===== src/rtl/video_pkg.sv =====
// Shared raster geometry types, preset timings and total-length helpers.
// Latency: none, package only.
// Backpressure: not applicable.
package video_pkg;

  // Geometry of one raster: four regions per axis, in pixels and lines.
  typedef struct packed {
    logic [15:0] h_active;
    logic [15:0] h_fp;
    logic [15:0] h_sync;
    logic [15:0] h_bp;
    logic [15:0] v_active;
    logic [15:0] v_fp;
    logic [15:0] v_sync;
    logic [15:0] v_bp;
  } vtiming_t;

  localparam vtiming_t VT_720P = '{
    h_active: 16'd1280, h_fp: 16'd110, h_sync: 16'd40, h_bp: 16'd220,
    v_active: 16'd720,  v_fp: 16'd5,   v_sync: 16'd5,  v_bp: 16'd20
  };
  localparam logic VT_720P_HS_POL = 1'b1;
  localparam logic VT_720P_VS_POL = 1'b1;

  localparam vtiming_t VT_480P = '{
    h_active: 16'd640, h_fp: 16'd16, h_sync: 16'd96, h_bp: 16'd48,
    v_active: 16'd480, v_fp: 16'd10, v_sync: 16'd2,  v_bp: 16'd33
  };
  localparam logic VT_480P_HS_POL = 1'b0;
  localparam logic VT_480P_VS_POL = 1'b0;

  function automatic int vt_htotal(input vtiming_t t);
    return int'(t.h_active) + int'(t.h_fp) + int'(t.h_sync) + int'(t.h_bp);
  endfunction

  function automatic int vt_vtotal(input vtiming_t t);
    return int'(t.v_active) + int'(t.v_fp) + int'(t.v_sync) + int'(t.v_bp);
  endfunction

endpackage


===== src/rtl/vt_delay.sv =====
// Fixed-depth register pipeline with synchronous clear; depth 0 is a wire.
// Latency: exactly DEPTH cycles.
// Backpressure: none, shifts every cycle.
module vt_delay #(
  parameter int W     = 1,
  parameter int DEPTH = 1
) (
  input  logic         clk_pix,
  input  logic         srst,
  input  logic [W-1:0] d,
  output logic [W-1:0] q
);

  if (DEPTH == 0) begin : g_pass
    // Clock and reset have no load in the pass-through build.
    logic unused_ok;
    assign unused_ok = clk_pix ^ srst;
    assign q = d;
  end else begin : g_pipe
    logic [W-1:0] stage [DEPTH];

    // Shift one stage per cycle; reset empties every stage at once.
    always_ff @(posedge clk_pix) begin
      if (srst) begin
        for (int i = 0; i < DEPTH; i++) stage[i] <= '0;
      end else begin
        stage[0] <= d;
        for (int i = 1; i < DEPTH; i++) stage[i] <= stage[i-1];
      end
    end

    assign q = stage[DEPTH-1];
  end

endmodule


===== src/rtl/video_timing_gen.sv =====
// Free-running raster timing generator: syncs, DE, coordinates, early pixel requests.
// Latency: req is 1 cycle after the counters; de/syncs/x/y/sof/eol follow req by LEAD cycles.
// Backpressure: none, no enable or ready; timing depends only on srst.
module video_timing_gen
  import video_pkg::*;
#(
  parameter int   H_ACTIVE = 1280,
  parameter int   H_FP     = 110,
  parameter int   H_SYNC   = 40,
  parameter int   H_BP     = 220,
  parameter int   V_ACTIVE = 720,
  parameter int   V_FP     = 5,
  parameter int   V_SYNC   = 5,
  parameter int   V_BP     = 20,
  parameter logic HS_POL   = 1'b1,
  parameter logic VS_POL   = 1'b1,
  parameter int   LEAD     = 2,
  parameter int   CW       = 12
) (
  input  logic          clk_pix,
  input  logic          srst,
  output logic          req,
  output logic [CW-1:0] req_x,
  output logic [CW-1:0] req_y,
  output logic          de,
  output logic          hsync,
  output logic          vsync,
  output logic [CW-1:0] x,
  output logic [CW-1:0] y,
  output logic          sof,
  output logic          eol,
  output logic [7:0]    frame_cnt
);

  localparam vtiming_t VT = '{
    h_active: 16'(H_ACTIVE), h_fp: 16'(H_FP), h_sync: 16'(H_SYNC), h_bp: 16'(H_BP),
    v_active: 16'(V_ACTIVE), v_fp: 16'(V_FP), v_sync: 16'(V_SYNC), v_bp: 16'(V_BP)
  };
  localparam int H_TOT = vt_htotal(VT);
  localparam int V_TOT = vt_vtotal(VT);

  // All boundaries resolved once at counter width.
  localparam logic [CW-1:0] H_LAST     = CW'(H_TOT - 1);
  localparam logic [CW-1:0] V_LAST     = CW'(V_TOT - 1);
  localparam logic [CW-1:0] H_ACT      = CW'(H_ACTIVE);
  localparam logic [CW-1:0] H_ACT_LAST = CW'(H_ACTIVE - 1);
  localparam logic [CW-1:0] HS_START   = CW'(H_ACTIVE + H_FP);
  localparam logic [CW-1:0] HS_END     = CW'(H_ACTIVE + H_FP + H_SYNC);
  localparam logic [CW-1:0] V_ACT      = CW'(V_ACTIVE);
  localparam logic [CW-1:0] VS_START   = CW'(V_ACTIVE + V_FP);
  localparam logic [CW-1:0] VS_END     = CW'(V_ACTIVE + V_FP + V_SYNC);

  localparam int SBW = 5 + 2 * CW;

  logic [CW-1:0] hcnt, vcnt;
  logic          h_act, v_act, act_now;

  logic          s0_act, s0_hs, s0_vs, s0_sof, s0_eol;
  logic [CW-1:0] s0_x, s0_y;

  logic          o_act, o_hs, o_vs, o_sof, o_eol;
  logic [CW-1:0] o_x, o_y;
  logic [SBW-1:0] sb_in, sb_out;

  // Master raster counters; vcnt steps only when hcnt wraps, both wrap together.
  always_ff @(posedge clk_pix) begin
    if (srst) begin
      hcnt <= '0;
      vcnt <= '0;
    end else if (hcnt == H_LAST) begin
      hcnt <= '0;
      vcnt <= (vcnt == V_LAST) ? '0 : vcnt + 1'b1;
    end else begin
      hcnt <= hcnt + 1'b1;
    end
  end

  assign h_act   = (hcnt < H_ACT);
  assign v_act   = (vcnt < V_ACT);
  assign act_now = h_act && v_act;

  // Stage 0: registered region decode; coordinates zeroed outside the active area.
  always_ff @(posedge clk_pix) begin
    if (srst) begin
      s0_act <= 1'b0;
      s0_hs  <= 1'b0;
      s0_vs  <= 1'b0;
      s0_sof <= 1'b0;
      s0_eol <= 1'b0;
      s0_x   <= '0;
      s0_y   <= '0;
    end else begin
      s0_act <= act_now;
      s0_hs  <= (hcnt >= HS_START) && (hcnt < HS_END);
      s0_vs  <= (vcnt >= VS_START) && (vcnt < VS_END);
      s0_sof <= (hcnt == '0) && (vcnt == '0);
      s0_eol <= (hcnt == H_ACT_LAST) && v_act;
      s0_x   <= act_now ? hcnt : '0;
      s0_y   <= act_now ? vcnt : '0;
    end
  end

  assign req   = s0_act;
  assign req_x = s0_x;
  assign req_y = s0_y;

  // The whole side-band travels as one bundle so every output shares the same delay.
  assign sb_in = {s0_act, s0_hs, s0_vs, s0_x, s0_y, s0_sof, s0_eol};

  vt_delay #(
    .W     (SBW),
    .DEPTH (LEAD)
  ) u_delay (
    .clk_pix (clk_pix),
    .srst    (srst),
    .d       (sb_in),
    .q       (sb_out)
  );

  assign {o_act, o_hs, o_vs, o_x, o_y, o_sof, o_eol} = sb_out;

  assign de    = o_act;
  assign x     = o_x;
  assign y     = o_y;
  assign sof   = o_sof;
  assign eol   = o_eol;
  assign hsync = o_hs ? HS_POL : ~HS_POL;
  assign vsync = o_vs ? VS_POL : ~VS_POL;

  // Frame counter advances on the output-aligned start-of-frame pulse.
  always_ff @(posedge clk_pix) begin
    if (srst) begin
      frame_cnt <= '0;
    end else if (o_sof) begin
      frame_cnt <= frame_cnt + 8'd1;
    end
  end

endmodule


===== config.mk =====
export PLATFORM = sky130hd
export DESIGN_NAME = video_timing_gen
export DESIGN_NICKNAME = d
export VERILOG_FILES = /design/src/rtl/video_pkg.sv /design/src/rtl/vt_delay.sv /design/src/rtl/video_timing_gen.sv
export SDC_FILE = /design/constraint.sdc
export NUM_CORES = 1
export LEC_CHECK = 0
export BUFFER_PORTS_ARGS = -buffer_cell sky130_fd_sc_hd__buf_2
export CAP_MARGIN = 20
export CORE_MARGIN = 8
export CORE_UTILIZATION = 40
export DETAILED_ROUTE_END_ITERATION = 8
export MAX_ROUTING_LAYER = met4
export PLACE_DENSITY_LB_ADDON = 0.08
export SETUP_SLACK_MARGIN = 0.2
export SYNTH_ARGS = -nofsm -noshare
export SYNTH_HDL_FRONTEND = slang
export SYNTH_SLANG_ARGS = --single-unit

===== constraint.sdc =====
create_clock -name clk_pix -period 2 [get_ports clk_pix]
set_input_delay 0.5 -clock clk_pix [delete_from_list [all_inputs] [get_ports clk_pix]]
set_output_delay 0.5 -clock clk_pix [all_outputs]
set_load 0.02 [all_outputs]

; ---- Yosys cells after proc, flatten, opt, wreduce, memory -nomap -nowiden
; Memories as Yosys holds them, arrays and structs flattened.
; Index checks and enable logic that the tools add are counted.
[totals]
register_bits = 61
mem_bits_rw = 58
output_inout_bits = 62
memories = 1
[mem_list]
columns = memory, words, width, read_ports, rd_clocked_by_memory_dff, write_ports, line
row1 = u_delay.g_pipe.stage, 2, 29, 2, 0, 2, vt_delay.sv:20  ; logic [W-1:0] stage [DEPTH];
[classes]
n_addsub = 3
magnitude_cmp = 6
eq_ne = 3
n_mux = 8
bitwise_logic = 3
n_reduce_logical = 9
[ops]
columns = op, count
row1 = $mux W29, 2
row2 = $add A12 B1 Y12 const B, 2
row3 = $eq A12 B11 Y1 const B, 2
row4 = $logic_not A12 Y1, 2
row5 = $lt A12 B10 Y1 const B, 2
row6 = $lt A12 B11 Y1 const B, 2
row7 = $eq A12 B10 Y1 const B, 1
row8 = $ge A12 B10 Y1 const B, 1
row9 = $ge A12 B11 Y1 const B, 1
row10 = $mux W12, 1
row11 = $add A8 B1 Y8 const B, 1
row12 = $logic_and A1 B1 Y1, 5
row13 = $mux W1, 5
row14 = $reduce_or A2 Y1, 2
row15 = $or A1 B1 Y1, 2
row16 = $not A1 Y1, 1

; ---- Longest topological paths before layout
[logic_depth]
depth_word = 4
mapped_depth = 8
depth_no_buf = 6

; ---- By module
; A second synthesis with hierarchy kept.
[hier_totals]
hier_cells = 421
area_unflattened_um2 = 4297.9
[modules_own_cells]
columns = mod, n_inst, cells_each, area_per_inst_um2
row1 = video_timing_gen, 1, 270, 2511.2
row2 = vt_delay, 1, 151, 1786.7

; ---- Least setup slack after synthesis
; Ideal clock, no wire load.
[synth_timing]
path_type = reg-to-reg
from = reg vcnt[7]
to = reg vcnt[11]
setup_ns = 0.130
t_arrival_ns = 1.671
required_time_ns = 1.870
path_slack_ns = 0.199
stages_incl_launch_ff = 8
path_cell_list = dfxtp_1 > buf_4 > or4b_1 > or4_1 > buf_2 > buf_6 > a21oi_1 > o32ai_1
[synth_via]
elab_chain_cells = 2
word_cells_on_any_way = 3
[synth_rtl]
columns = item, line
row1 = from (decl), video_timing_gen.sv:55  ; logic [CW-1:0] hcnt, vcnt;
row2 = from (signal assigned), video_timing_gen.sv:72  ; vcnt <= (vcnt == V_LAST) ? '0 : vcnt + 1'b1;
row3 = $add A12 B1 Y12 or $eq A12 B10 Y1 (tied branches), video_timing_gen.sv:72
row4 = $mux W12 *, video_timing_gen.sv:72
; Every way passes the cells marked *; elsewhere a longest branch is shown, timed or not.
; A chain may end at the register's enable or synchronous reset.

; ---- Worst setup path in the final report
[layout_timing]
from = reg vcnt[11]
to = reg vcnt[6]
[layout_via]
elab_chain_cells = 2
[layout_rtl]
columns = item, line
row1 = $eq A12 B10 Y1, video_timing_gen.sv:72
row2 = $mux W12, video_timing_gen.sv:72
; Every way passes these cells.

==> reports/results.txt <==
Starting Density -> 41.3%
cts bufs inserted -> 17
fin area -> 5290 µm²
CP max stage cell -> or4b_1
nets -> 491
Setup-failing EPs final -> 0
combinational share of power -> 2.1%
Internal -> 0.00439 W
CTS tree -> done
Sw Share -> 20.6%
cell family with most CP delay -> simple AND/OR/NAND/NOR gates
drt first pass iters -> 6
ys flop type -> dfxtp_1
Placeable Area -> 10400 µm²
Port Buf Inserts -> 63
routability cong. -> 0.840
Max Clock Skew -> 0.00811 ns
vias per cell -> 4.60
M2 GR Usage -> 19.1%
Tmin final -> 1.88 ns
width of the chip -> 119 µm
row cnt -> 37
critical path depth -> 5
dpl cells -> 596
die area -> 14300 µm²
clk slew on worst S/H paths -> 0.06 ns
Final ANT Viol Nets -> 0
top-count cell post-synth -> dfxtp_1
I/O pin cnt -> 64
Cells after Synth -> 429
H-Tree Depth -> 4
Post-synth ARST share -> 0%
worst min path class -> flop to flop
Post-DP HPWL -> 5800 µm
# Max-Cap Violations -> 0
first-pass GRT wire length -> 13900 µm
GRT met1 Usage -> 14.5%
Seq pwr share -> 43.8%
Final Hold Vio Count -> 0
Die H -> 119 µm
Cells on Worst Hold Path -> 1
CP Buf/Inv Count -> 1
largest area contributor in the netlist -> dfxtp_1
Ys Warns -> 0
Worst VDD drop -> 565 µV
CP max FO -> 6
Critical Path, Cell by Cell -> or4b_1 > or4_4 > buf_4 > a21oi_2 > o32ai_1
worst setup margin -> 0.117 ns
largest net degree at the start of global routing -> 91
busiest grt layer -> met2
CP Launch Type -> flop
sw power -> 0.00114 W
area post-placement -> 4620 µm²
initial antenna violation count -> 0
Ant. Diodes -> 0
worst skew pair latency -> 0.50 ns
fraction of layout cells with a size suffix above 1 -> 26.0%
Final Max Slew Viols -> 0
CP arrival -> 2.26 ns
Synth top area share -> 55.7%
met3 GRT Util -> 4.77%
non-filler instance count after layout -> 629
outcome -> finished clean
slowest stage delay, CP -> 0.53 ns
Layout fillers -> 995
CTS sink cnt -> 119
leakage -> 2.20 nW
Total GRT Usage -> 12.6%
GRT overflow -> 0
Total Wirelength -> 8670 µm
clock share of power -> 54.1%
Place WS -> 0.144 ns
max frequency -> 531 MHz
Synth Cell Area -> 4280 µm²
Initial DRC Count -> 183
synth-to-layout area growth -> 23.5%
routed vias -> 2893
Mapped Avg Cell Area -> 9.97 µm²
WL per Instance -> 13.8 µm
Post-synth top cells -> 119 x dfxtp_1, 58 x nor2b_1, 25 x buf_4
P per Cell Area -> 1050 nW/µm²
vias in the first global route -> 2816
Clk Tree Root Cell -> clkbuf_8
reg2reg path depth -> 5
DRC violations left -> 0
number of synthesized flops with an enable pin -> 0
kind of critical path -> flop to flop
RSZ-0062 raised after global routing -> true
Synth area leaders -> dfxtp_1 56%, nor2b_1 8.5%, buf_4 4.4%, and2_1 3.1%, ha_1 2.3%
CTS Buffer Depth -> 2
sequential area share after synthesis -> 55.7%
post-synthesis register bit count -> 119
Critical Path RT -> 2.37 ns
setup TNS -> 0 ns
fin crit share -> 94.2%
CP Capture Type -> flop
Yosys cell types -> 43
-- per-stage QoR --
stage	hold slack, ns	util (%)	power, W
floorplan	0.414	-	0.00256
global route	0.449	51.0	0.00576
detailed placement	0.423	44.5	0.00259
global placement	0.417	44.5	0.00259
CTS	0.435	50.3	0.00561
finish	0.431	51.0	0.00554
-- worst paths after layout --
kind,endpoint,slack (ns),startpoint
hold / removal,u_delay.g_pipe.stage[0][35],0.43,u_delay.g_pipe.stage[0][6]
setup / recovery,vcnt[6],0.12,vcnt[11]
setup reg to reg,vcnt[6],0.12,vcnt[11]
hold reg to reg,u_delay.g_pipe.stage[0][35],0.43,u_delay.g_pipe.stage[0][6]
-- power groups by stage --
stage | logic [W] | registers [W] | clock network (W)
final | 0.000116 | 0.00242 | 0.00300
after global routing | 0.000132 | 0.00242 | 0.00320
after CTS | 0.000119 | 0.00242 | 0.00307
after detailed placement | 0.000118 | 0.00247 | 0
after global placement | 0.000118 | 0.00247 | 0
after floorplan | 0.0000792 | 0.00248 | 0
-- cell families after synthesis --
family | after synthesis | share of synthesized area [%]
AOI/OAI and AO/OA | 34 | 5.41
xor gates and xnor gates | 15 | 3.07
adders and majority gates | 8 | 2.34
buffers and inverters | 66 | 8.22
DFF | 119 | 55.7
muxes | 1 | 0.234
other | 1 | 0.0876
and+or+nand+nor | 185 | 25.0
-- routing by layer --
metal  up-vias  share of wire, %
met3        12               5.6
met5         -                 0
met1      1302                46
met2        81                47
met4         0               1.5
li1       1498                 -
-- repair_timing --
item | in CTS | in global routing
hold buffers | 0 | 0
gates cloned | 0 | 1
setup endpoints to repair | 9 | 24
endpoints found under the hold margin | 0 | 0
pin swaps | 0 | 1
setup buffers | 0 | 1
gates resized for setup | 2 | 14
-- flip-flops by register name, indices dropped and copies added (netlist names) --
name and count:
frame_cnt 8, hcnt 12, req 1, req_x 12, req_y 12, s0_eol 1, s0_hs 1, s0_sof 1
s0_vs 1, u_delay.g_pipe.stage 58, vcnt 12
-- layout make-up --
cell class | count | area, µm² | share of cell area (%)
inverters | 15 | 56.3 | 1.07
well taps | 136 | 170 | 3.22
flip-flops and latches | 119 | 2380 | 45.1
multi-input cells | 246 | 1610 | 30.4
repair buffers | 82 | 478 | 9.04
clock inverters | 12 | 150 | 2.84
clock buffers | 19 | 442 | 8.36
-- placed cells by master, fill, tap and decap left out, types with 2 or more instances in the layout --
cell / n
nand3_1: 13
or4_1: 3
buf_2: 63
nor3_1: 5
xnor2_1: 10
o21ai_0: 5
nor2b_1: 58
xor2_1: 5
inv_1: 14
ha_1: 8
nor4_1: 4
clkinvlp_4: 3
and2_1: 21
conb_1: 3
clkbuf_8: 3
clkinv_2: 4
dfxtp_1: 118
nand2b_1: 4
buf_4: 17
nor4b_1: 2
o32ai_1: 8
nor2_1: 24
and3_1: 5
inv_6: 2
or2_2: 3
a21oi_1: 9
nand4_1: 11
nand2_1: 13
a21oi_2: 4
bufinv_16: 3
or3_1: 10
clkbuf_16: 16
Note: power is estimated with default switching activity, not from simulation.
